===== src/rtl/jtopll_pkg.sv =====
// rtl/jtopll_pkg.sv - OPLL write-sequencer address map, state encoding and strobe bundle
package jtopll_pkg;

  localparam logic [7:0] UINST_LO  = 8'h00;
  localparam logic [7:0] UINST_HI  = 8'h07;
  localparam logic [7:0] RHY_ADDR  = 8'h0E;
  localparam logic [7:0] FNLO_BASE = 8'h10;
  localparam logic [7:0] FNHI_BASE = 8'h20;
  localparam logic [7:0] INST_BASE = 8'h30;
  localparam logic [3:0] NCH       = 4'd9;

  typedef enum logic [1:0] {
    ST_IDLE  = 2'd0,
    ST_AWAIT = 2'd1,
    ST_DPEND = 2'd2,
    ST_DWAIT = 2'd3
  } wr_state_e;

  typedef struct packed {
    logic user;
    logic rhy;
    logic fnlo;
    logic fnhi;
    logic inst;
  } wr_strobe_t;

endpackage


===== src/rtl/jtopll_wr_ctrl.sv =====
// rtl/jtopll_wr_ctrl.sv - OPLL CPU write sequencer: address/data latching, register strobes, busy windows
// Busy windows after each write are built only with JTOPLL_BUSY_EN defined.
module jtopll_wr_ctrl
  import jtopll_pkg::*;
#(
  parameter int ADDR_WAIT = 12,
  parameter int DATA_WAIT = 84,
  parameter int CNTW      = 7
) (
  input  logic       clk,
  input  logic       rst,
  input  logic       cen,
  input  logic       wr_n,
  input  logic       addr,
  input  logic [7:0] din,
  output logic       busy,
  output logic [3:0] up_ch,
  output logic       up_fnumlo,
  output logic       up_fnumhi,
  output logic       up_inst,
  output logic       up_rhy,
  output logic       up_user,
  output logic [2:0] up_uaddr,
  output logic [7:0] dout
);

  if ((2 ** CNTW) <= ADDR_WAIT || (2 ** CNTW) <= DATA_WAIT) begin : g_cntw_too_small
    $error("jtopll_wr_ctrl: CNTW too narrow for the busy windows");
  end

  wr_state_e  state_q, state_d;
  logic [7:0] areg_q, areg_d;
  logic [7:0] dout_q, dout_d;
  logic [3:0] ch_q, ch_d;
  logic [2:0] uaddr_q, uaddr_d;
  wr_strobe_t stb_q, stb_d;
  logic       wr_n_q;
  logic       wr_ev;
  wr_strobe_t dec;

`ifdef JTOPLL_BUSY_EN
  localparam logic [CNTW-1:0] ADDR_LOAD = CNTW'(ADDR_WAIT);
  localparam logic [CNTW-1:0] DATA_LOAD = CNTW'(DATA_WAIT);
  localparam logic [CNTW-1:0] CNT_ONE   = CNTW'(1);

  logic [CNTW-1:0] cnt_q, cnt_d;

  always_ff @(posedge clk) begin
    if (rst) cnt_q <= '0;
    else     cnt_q <= cnt_d;
  end
`endif

  function automatic logic in_bank(input logic [7:0] a, input logic [7:0] base);
    return (a[7:4] == base[7:4]) && (a[3:0] < NCH);
  endfunction

  function automatic wr_strobe_t decode(input logic [7:0] a);
    wr_strobe_t d;
    d      = '0;
    // User-instrument block is a power-of-two aligned range
    d.user = ((a & ~(UINST_HI - UINST_LO)) == UINST_LO);
    d.rhy  = (a == RHY_ADDR);
    d.fnlo = in_bank(a, FNLO_BASE);
    d.fnhi = in_bank(a, FNHI_BASE);
    d.inst = in_bank(a, INST_BASE);
    return d;
  endfunction

  assign wr_ev = wr_n_q & ~wr_n;
  assign dec   = decode(areg_q);

  always_comb begin
    state_d = state_q;
    areg_d  = areg_q;
    dout_d  = dout_q;
    ch_d    = ch_q;
    uaddr_d = uaddr_q;
    stb_d   = stb_q;
`ifdef JTOPLL_BUSY_EN
    cnt_d   = cnt_q;
`endif
    case (state_q)
      ST_IDLE: begin
        if (wr_ev) begin
          if (!addr) begin
            areg_d = din;
`ifdef JTOPLL_BUSY_EN
            cnt_d   = ADDR_LOAD;
            state_d = ST_AWAIT;
`endif
          end else begin
            dout_d  = din;
            stb_d   = dec;
            state_d = ST_DPEND;
            if (dec.fnlo || dec.fnhi || dec.inst) ch_d = areg_q[3:0];
            if (dec.user) uaddr_d = areg_q[2:0];
          end
        end
      end
      ST_DPEND: begin
        // The register file samples the strobe on this cen edge, so drop it here
        if (cen) begin
          stb_d = '0;
`ifdef JTOPLL_BUSY_EN
          cnt_d   = DATA_LOAD;
          state_d = ST_DWAIT;
`else
          state_d = ST_IDLE;
`endif
        end
      end
`ifdef JTOPLL_BUSY_EN
      ST_AWAIT, ST_DWAIT: begin
        if (cen) begin
          cnt_d = cnt_q - CNT_ONE;
          if (cnt_q == CNT_ONE) state_d = ST_IDLE;
        end
      end
`endif
      default: state_d = ST_IDLE;
    endcase
  end

  always_ff @(posedge clk) begin
    if (rst) begin
      wr_n_q  <= 1'b0;
      state_q <= ST_IDLE;
      areg_q  <= '0;
      dout_q  <= '0;
      ch_q    <= '0;
      uaddr_q <= '0;
      stb_q   <= '0;
    end else begin
      wr_n_q  <= wr_n;
      state_q <= state_d;
      areg_q  <= areg_d;
      dout_q  <= dout_d;
      ch_q    <= ch_d;
      uaddr_q <= uaddr_d;
      stb_q   <= stb_d;
    end
  end

  assign busy      = (state_q != ST_IDLE);
  assign up_ch     = ch_q;
  assign up_uaddr  = uaddr_q;
  assign dout      = dout_q;
  assign up_user   = stb_q.user;
  assign up_rhy    = stb_q.rhy;
  assign up_fnumlo = stb_q.fnlo;
  assign up_fnumhi = stb_q.fnhi;
  assign up_inst   = stb_q.inst;

endmodule

===== config.mk =====
export PLATFORM = sky130hd
export DESIGN_NAME = jtopll_wr_ctrl
export DESIGN_NICKNAME = d
export VERILOG_FILES = /design/src/rtl/jtopll_pkg.sv /design/src/rtl/jtopll_wr_ctrl.sv
export SDC_FILE = /design/constraint.sdc
export NUM_CORES = 1
export LEC_CHECK = 0
export CORE_UTILIZATION = 30
export DETAILED_ROUTE_END_ITERATION = 10
export PLACE_DENSITY = 0.63
export REMOVE_ABC_BUFFERS = 1
export SLEW_MARGIN = 5
export SYNTH_ARGS = -nofsm -noshare
export SYNTH_HDL_FRONTEND = slang
export SYNTH_SLANG_ARGS = --single-unit
export TNS_END_PERCENT = 10

===== constraint.sdc =====
create_clock -name clk -period 1.8 [get_ports clk]
set_input_delay 0.27 -clock clk [delete_from_list [all_inputs] [get_ports clk]]
set_output_delay 0.27 -clock clk [all_outputs]
set_load 0.01 [all_outputs]

==> impl_metrics.env, run 1 <==
export IMPL_routedWlPerCell_um=12.17
export IMPL_path_cells="clkdlybuf4s50_1"
export IMPL_clock_latency_ps=280
export IMPL_dieArea_um2=4287
export IMPL_period_share=0.8729
export IMPL_ios=34
export IMPL_setup_viol=0
export IMPL_dp_cells=212
export IMPL_critPathKind="reg -> out"
export IMPL_cts_tree="yes"
export IMPL_yosys_warnings=0
export IMPL_period_needed_ps=1571
export IMPL_drt_total_wl_um=2677
export IMPL_cts_buffer_depth=2
export IMPL_rsz0062_at_grt="no"
export IMPL_cts_resized=0
export IMPL_cts_root_buf="clkbuf_8"
export IMPL_cts_htree_levels=2
export IMPL_diodes=0
export IMPL_final_cells=220
export IMPL_fin_skew_ps=3.208
export IMPL_peakVddDrop_mv=0.4576
export IMPL_status="completed"
export IMPL_synth_area_leaders="dfxtp_1, nand2_1, a21oi_1, nand2b_1, mux2i_1"
export IMPL_clk_pin_slew_ps=70
export IMPL_powerDensity_nw_per_um2=791.1
export IMPL_dp_hpwl_um=2027
export IMPL_cp_slowest_cell="clkdlybuf4s50_1"
export IMPL_drt_iter0_drc=23
export IMPL_routabilityCongestion=0.7438
export IMPL_critPathArrivalTime_ps=1300
export IMPL_placementRows=22
export IMPL_ff2ff_path_depth=3
export IMPL_critPathMaxStageDelay_ps=580
export IMPL_numCtsBuffers=5
export IMPL_cp_end_kind="primary output"
export IMPL_hold_class="reg -> reg"
export IMPL_grt_overflow=0
export IMPL_area_growth_pct=40.06
export IMPL_synth_cells=133
export IMPL_viasPerCell=4.732
export IMPL_antenna_found_initial=0
export IMPL_startpoint_type="flop"
export IMPL_ys_seq_area_frac=0.4969
export IMPL_cp_max_fo=7
export IMPL_critPathTopFamily="buffers and inverters"
export IMPL_hold_viol_final=0
export IMPL_final_antenna_net_count=0
export IMPL_coreArea_um2=3771
export IMPL_clkSinkCount=30
export IMPL_grt_pass1_vias=1018
export IMPL_grt_pass1_wl_um=4567
export IMPL_initial_core_util=0.3205
export IMPL_critPathBufInv=1
export IMPL_holdPathStages=2
export IMPL_synth_top_area_share=0.4969
export IMPL_portBuffers=33
export IMPL_p_leak_nw=0.5685
export IMPL_crit_required_ps=1530
export IMPL_die_h_um=65.48
export IMPL_cts_hold_buf=0
export IMPL_fin_util=0.4489
export IMPL_yosysTopAreaCell="dfxtp_1"
export IMPL_r2r_setup_slack_ps=440
export IMPL_slew_violations=0
export IMPL_cap_violations=0
export IMPL_synthDistinctLibCells=25
export IMPL_syn_avg_cell_area_um2=9.088
export IMPL_fin_tns_setup_ps=0
export IMPL_die_x_um=65.48
export IMPL_num_vias=1041
export IMPL_hp_start="dout[5]$_SDFFE_PP0P_"
export IMPL_layout_common_cells="nand2_1, clkdlybuf4s50_1, dfxtp_1"
export IMPL_syn_area_um2=1209
export IMPL_first_pass_iters=4
export IMPL_r2r_start="state_q[1]$_SDFFE_PP0P_"
export IMPL_drive_above_1_share=0.1163
export IMPL_tightest_slew_ps=325.5
export IMPL_mostFrequentLayoutCell="nand2_1"
export IMPL_slew_headroom=0.7810
export IMPL_holdPathEnd="dout[5]$_SDFFE_PP0P_"
export IMPL_drc=0
export IMPL_ys_ff_latch=30
export IMPL_nets=184
export IMPL_rr_endpoint="areg_q[7]$_SDFFE_PP0P_"
export IMPL_post_cts_buffers=0
export IMPL_grt_start_max_net_pins=25
export IMPL_track_usage=0.1412
export IMPL_fmax_ghz=0.6365
[where the power goes]
part	switching (mW)	total, mW	internal [mW]
Sequential	0.00843	0.683	0.674
Combinational	0.0422	0.0955	0.0533
Clock	0.255	0.561	0.307
[layer usage]
| metal | wire [um] | up-vias | global-route usage |
|---|---|---|---|
| met5 | 0 | - | 0 |
| met4 | 30 | 0 | 0.04076 |
| met3 | 146 | 3 | 0.06076 |
| met2 | 1288 | 29 | 0.2384 |
| met1 | 1212 | 479 | 0.1604 |
| li1 | - | 530 | - |
[worst min-delay path: stages, from the launching register on]
cell     delay, ps
dfxtp_1        310
nand2_1         50
a21oi_1         50
[final cells by class]
type                            instances  area, um2
Fill cell                             351       2078
Timing Repair Buffer                   38      367.9
Tap cell                               48      60.06
Sequential cell                        30      600.6
Clock buffer                            6      82.58
Clock inverter                          2      12.51
Multi-Input combinational cell         94      561.8
Inverter                                2      7.507
[per-stage QoR]
stage               hold slack, ps  cell area, um2  power [mW]  setup WS (ps)
floorplan                    339.1            1170      0.7277          416.5
global route                 479.4            1693       1.400          155.9
finish                       457.4            1693       1.339          228.8
CTS                          463.5            1693       1.356          212.2
detailed placement           449.3            1598      0.7933          30.00
global placement             442.3            1598      0.7903          66.34
[registers in the layout, indices dropped and copies added (netlist names), 3 cells and up]
| name | cells |
|---|---|
| areg_q | 8 |
| dout | 8 |
| up_ch | 4 |
| up_uaddr | 3 |
[logic make-up after synthesis]
| logic type | share of synthesized area |
|---|---|
| AO/OA/AOI/OAI | 0.1273 |
| buffers and inverters | 0.03831 |
| flip-flops | 0.4969 |
| multiplexers | 0.05797 |
| AND/OR/NAND/NOR | 0.2795 |
[synthesized netlist by cell type]
cell type / n
buf_6: 1
o32ai_2: 1
nor2_1: 1
nor2b_1: 1
nand2b_1: 13
nor4_1: 1
nand3_2: 1
o32ai_1: 2
or3b_2: 2
nand4bb_1: 1
o2111a_2: 1
a21oi_1: 19
mux2i_1: 7
nand3b_1: 1
nand2_1: 35
and4bb_1: 1
clkbuf_1: 2
o31ai_2: 1
or4b_1: 1
inv_1: 2
dfxtp_1: 30
buf_2: 4
and4b_1: 1
nor4b_2: 1
nand3_1: 3
[how the worst max path moves through the flow]
stage / startpoint / endpoint / slack, ps / depth (start not counted)
4_1_cts: state_q[1]$_SDFFE_PP0P_ / busy / 210 / 1
5_1_grt: state_q[1]$_SDFFE_PP0P_ / busy / 160 / 1
2_1_floorplan: state_q[1]$_SDFFE_PP0P_ / up_ch[0]$_SDFFE_PP0P_ / 420 / 3
6_report: state_q[1]$_SDFFE_PP0P_ / busy / 230 / 1
3_5_place_dp: wr_n / up_ch[1]$_SDFFE_PP0P_ / 30 / 4
3_3_place_gp: wr_n / up_ch[1]$_SDFFE_PP0P_ / 70 / 4
(Power assumes the default switching activity.)
==> inputs of run 2 (changes only) <==
--- a/config.mk
+++ b/config.mk
@@ -5,6 +5,7 @@
 export SDC_FILE = /design/constraint.sdc
 export NUM_CORES = 1
 export LEC_CHECK = 0
+export CORE_MARGIN = 2
 export CORE_UTILIZATION = 30
 export DETAILED_ROUTE_END_ITERATION = 10
 export PLACE_DENSITY = 0.63
==> run 2 against run 1 <==
Compared with the run above: final area down 0.96%; routed wire length down 0.93%; sequential share of layout area up 0.34 points; via count down 3.2%; count of clock-buffer cells in the layout up 1; clock skew about the same; combinational power about the same; utilization down 2.4 points; largest cell class unchanged.
==> impl_metrics.env, run 2 (synthesis results as in run 1) <==
export IMPL_initial_core_util=0.3066
export IMPL_diodes=0
export IMPL_final_cells=221
export IMPL_hold_viol_final=0
export IMPL_total_power_mw=1.264
export IMPL_track_usage=0.1353
export IMPL_fmax_ghz=0.6475
export IMPL_grt_start_max_net_pins=20
export IMPL_final_antenna_net_count=0
export IMPL_period_needed_ps=1545
export IMPL_startpoint_type="flop"
export IMPL_cts_tree="yes"
export IMPL_cts_root_buf="clkbuf_8"
export IMPL_tightest_slew_ps=316.0
export IMPL_cp_slowest_cell="clkdlybuf4s50_1"
export IMPL_viasPerCell=4.561
export IMPL_dieArea_um2=4553
export IMPL_hold_class="reg -> reg"
export IMPL_nets=184
export IMPL_ios=34
export IMPL_num_vias=1008
export IMPL_grt_met2_usage=0.2132
export IMPL_antenna_found_initial=0
export IMPL_dp_hpwl_um=2028
export IMPL_grt_pass1_vias=1037
export IMPL_path_cells="clkdlybuf4s50_1"
export IMPL_die_h_um=67.48
export IMPL_grt_overflow=0
export IMPL_first_pass_iters=4
export IMPL_slew_headroom=0.7874
export IMPL_slew_violations=0
export IMPL_status="completed"
export IMPL_fin_skew_ps=3.619
export IMPL_period_share=0.8581
export IMPL_critPathArrivalTime_ps=1270
export IMPL_drive_above_1_share=0.09942
export IMPL_crit_required_ps=1530
export IMPL_numCtsBuffers=5
export IMPL_cts_htree_levels=2
export IMPL_peakVddDrop_mv=0.4898
export IMPL_placementRows=23
export IMPL_critPathMaxStageDelay_ps=570
export IMPL_fin_tns_setup_ps=0
export IMPL_layout_common_cells="nand2_1, clkdlybuf4s50_1, dfxtp_1"
export IMPL_routabilityCongestion=0.7819
export IMPL_critPathTopFamily="buffers and inverters"
export IMPL_clk_pin_slew_ps=60
export IMPL_die_x_um=67.48
export IMPL_use_met3=0.04833
export IMPL_critPathKind="reg -> out"
export IMPL_clock_latency_ps=270
export IMPL_dp_cells=214
export IMPL_gr_max_usage_layer="met2"
export IMPL_clkSinkCount=30
export IMPL_powerDensity_nw_per_um2=753.8
export IMPL_grt_pass1_wl_um=4464
export IMPL_post_cts_buffers=0
export IMPL_coreArea_um2=3943
export IMPL_critPathBufInv=1
export IMPL_mostFrequentLayoutCell="nand2_1"
export IMPL_p_leak_nw=0.5596
export IMPL_cts_buffer_depth=2
export IMPL_setup_viol=0
export IMPL_portBuffers=33
export IMPL_cts_hold_buf=0
export IMPL_drt_iter0_drc=62
export IMPL_drt_total_wl_um=2652
export IMPL_globalRouteMet1Util=0.1583
export IMPL_cp_max_fo=7
export IMPL_area_growth_pct=38.72
export IMPL_routedWlPerCell_um=12.00
export IMPL_cp_end_kind="primary output"
export IMPL_fin_util=0.4253
export IMPL_drc=0
export IMPL_cap_violations=0
export IMPL_rsz0062_at_grt="no"
export IMPL_cts_resized=0
run 2: cell types whose count changed in the layout (fill, tap and decap cells not counted), sizes merged:
cell and change:
clkbuf +1, clkinvlp -1, clkinv -1
run 2: report_power, final:
part           internal (mW)  total [mW]  switching, mW
registers              0.675       0.683        0.00841
clock network          0.265       0.485          0.220
logic                 0.0533      0.0958         0.0425
run 2: path summary, 6_finish.rpt:
kind,end,slack [ps],startpoint,depth (start not counted)
worst max-delay path,busy,260,state_q[1]$_SDFFE_PP0P_,1
worst min-delay path,dout[6]$_SDFFE_PP0P_,460,dout[6]$_SDFFE_PP0P_,2
worst min register to register,dout[6]$_SDFFE_PP0P_,460,dout[6]$_SDFFE_PP0P_,2
worst max register to register,areg_q[0]$_SDFFE_PP0P_,440,state_q[1]$_SDFFE_PP0P_,3
run 2: layer usage:
metal / routed length [um] / vias to the layer above
met5: 0 / -
met4: 53 / 0
met3: 130 / 5
met2: 1220 / 26
met1: 1248 / 452
li1: - / 525
run 2: through the flow:
step | instance area (um2) | worst slack [ps] | hold slack [ps]
4_1_cts | 1677 | 245.3 | 461.4
6_report | 1677 | 255.5 | 458.8
3_5_place_dp | 1600 | 57.30 | 450.8
5_1_grt | 1677 | 190.3 | 482.9
2_1_floorplan | 1170 | 416.5 | 339.1
3_3_place_gp | 1600 | 80.54 | 445.6
run 2: area by class of cell:
class,count,area [um2]
clock buffers,7,76.32
fillers,385,2266
inverters,2,7.507
multi-input cells,94,561.8
flip-flops and latches,30,600.6
well taps,50,62.56
repair buffers,38,367.9
==> inputs of run 3 (changes only) <==
--- a/config.mk
+++ b/config.mk
@@ -5,10 +5,14 @@
 export SDC_FILE = /design/constraint.sdc
 export NUM_CORES = 1
 export LEC_CHECK = 0
+export CELL_PAD_IN_SITES_DETAIL_PLACEMENT = 1
+export CELL_PAD_IN_SITES_GLOBAL_PLACEMENT = 1
 export CORE_MARGIN = 2
 export CORE_UTILIZATION = 30
 export DETAILED_ROUTE_END_ITERATION = 10
-export PLACE_DENSITY = 0.63
+export DONT_BUFFER_PORTS = 1
+export GPL_TIMING_DRIVEN = 0
+export PLACE_DENSITY = 0.64
 export REMOVE_ABC_BUFFERS = 1
 export SLEW_MARGIN = 5
 export SYNTH_ARGS = -nofsm -noshare
==> run 3 against run 2 <==
Compared with the run above: routed wire length fell by 0.94%; combinational power fell by 63%; global-route usage barely moved; power fell by 2.3%; largest cell class unchanged; register-to-register slack got worse by 180 ps; clock power rose by 5.8%; largest power group unchanged; die area did not move; via count fell by 10%; maximum frequency rose by 0.48%; utilization fell by 9.2 points.
==> impl_metrics.env, run 3 (synthesis results as in run 1) <==
export IMPL_numCtsBuffers=5
export IMPL_critPathKind="reg -> reg"
export IMPL_grt_met2_usage=0.2157
export IMPL_portBuffers=0
export IMPL_cap_violations=0
export IMPL_tightest_slew_ps=724.0
export IMPL_fin_skew_ps=2.001
export IMPL_gr_max_usage_layer="met2"
export IMPL_final_cells=182
export IMPL_track_usage=0.1350
export IMPL_fin_hold_ws_ps=60.97
export IMPL_critPathArrivalTime_ps=1720
export IMPL_use_met3=0.07500
export IMPL_peakVddDrop_mv=0.5063
export IMPL_period_share=0.8540
export IMPL_cp_slowest_cell="dfxtp_1"
export IMPL_diodes=0
export IMPL_cts_tree="yes"
export IMPL_hold_class="in -> reg"
export IMPL_routabilityCongestion=0.6360
export IMPL_coreArea_um2=3943
export IMPL_multiInputGateArea_um2=561.8
export IMPL_grt_overflow=0
export IMPL_layout_common_cells="nand2_1, dfxtp_1, a21oi_1"
export IMPL_cp_end_kind="flop"
export IMPL_powerDensity_nw_per_um2=939.0
export IMPL_cts_root_buf="clkbuf_8"
export IMPL_critPathBufInv=0
export IMPL_cts_buffer_depth=2
export IMPL_dp_slack_ps=140.3
export IMPL_grt_pass1_vias=990
export IMPL_cts_hold_buf=0
export IMPL_clock_latency_ps=270
export IMPL_mostFrequentLayoutCell="nand2_1"
export IMPL_fill_cells=454
export IMPL_slew_violations=0
export IMPL_nets=146
export IMPL_globalRouteMet1Util=0.1450
export IMPL_drc=0
export IMPL_fin_tns_setup_ps=0
export IMPL_post_cts_buffers=0
export IMPL_clkSinkCount=30
export IMPL_final_seq_area_um2=600.6
export IMPL_rsz0062_at_grt="no"
export IMPL_grt_pass1_wl_um=4547
export IMPL_p_leak_nw=0.4186
export IMPL_hold_viol_final=0
export IMPL_period_needed_ps=1537
export IMPL_viasPerCell=4.967
export IMPL_grt_start_max_net_pins=38
export IMPL_area_growth_pct=8.799
export IMPL_cp_max_fo=12
export IMPL_dp_cells=176
export IMPL_setup_viol=0
export IMPL_dieArea_um2=4553
export IMPL_cts_htree_levels=2
export IMPL_routedWlPerCell_um=14.43
export IMPL_drive_above_1_share=0.1061
export IMPL_critPathMaxStageDelay_ps=490
export IMPL_placementRows=23
export IMPL_num_vias=904
export IMPL_fin_util=0.3335
export IMPL_first_pass_iters=4
export IMPL_crit_required_ps=1980
export IMPL_clk_pin_slew_ps=60
export IMPL_ios=34
export IMPL_drt_iter0_drc=32
export IMPL_antenna_found_initial=0
export IMPL_path_cells="nand4bb_1 > nand2_1 > o32ai_1"
export IMPL_startpoint_type="flop"
export IMPL_drt_total_wl_um=2627
export IMPL_final_antenna_net_count=0
export IMPL_setup_ws_ps=262.8
export IMPL_critPathTopFamily="simple AND/OR/NAND/NOR gates"
export IMPL_fmax_ghz=0.6505
export IMPL_die_h_um=67.48
export IMPL_die_x_um=67.48
export IMPL_initial_core_util=0.3066
export IMPL_status="completed"
export IMPL_slew_headroom=0.5160
[run 3: routing by layer]
layer	share of wire	wire, um	up-vias
met5	0	0	-
met4	0.020	52	0
met3	0.11	290	5
met2	0.47	1238	31
met1	0.40	1046	420
li1	-	-	448
[run 3: path summary, 6_finish.rpt]
kind,slack [ps],cells after the start,end,start
worst max-delay path,260,3,up_fnumlo$_SDFFE_PP0P_,state_q[1]$_SDFFE_PP0P_
worst min-delay path,60,1,dout[3]$_SDFFE_PP0P_,rst
worst max register to register,260,3,up_fnumlo$_SDFFE_PP0P_,state_q[1]$_SDFFE_PP0P_
worst min register to register,460,2,areg_q[7]$_SDFFE_PP0P_,areg_q[7]$_SDFFE_PP0P_
[run 3: repair_timing]
action / in CTS / in global routing
gates resized for setup: 0 / 1
hold endpoints to repair: 0 / 0
setup endpoints to repair: 0 / 1
[run 3: where the power goes]
| group | total (mW) | switching (mW) | internal [mW] |
|---|---|---|---|
| registers | 0.686 | 0.0118 | 0.675 |
| logic | 0.0353 | 0.0180 | 0.0174 |
| clock network | 0.513 | 0.219 | 0.294 |
[run 3: through the flow]
stage / total power, mW / cell area [um2]
floorplan: 0.7277 / 1170
global placement: 0.7344 / 1232
detailed placement: 0.7367 / 1232
CTS: 1.261 / 1315
global route: 1.299 / 1315
finish: 1.235 / 1315
[run 3: worst reg2reg max path: cells and delay by family, from the launching register on]
| kind | cells | cell delay [ps] |
|---|---|---|
| DFF | 1 | 490 |
| and+or+nand+nor | 2 | 710 |
| AOI/OAI and AO/OA | 1 | 250 |
[run 3: area by class of cell]
type,count,area share
clock buffers,6,0.06280
multi-input cells,94,0.4272
well taps,50,0.04757
inverters,2,0.005709
flip-flops and latches,30,0.4567
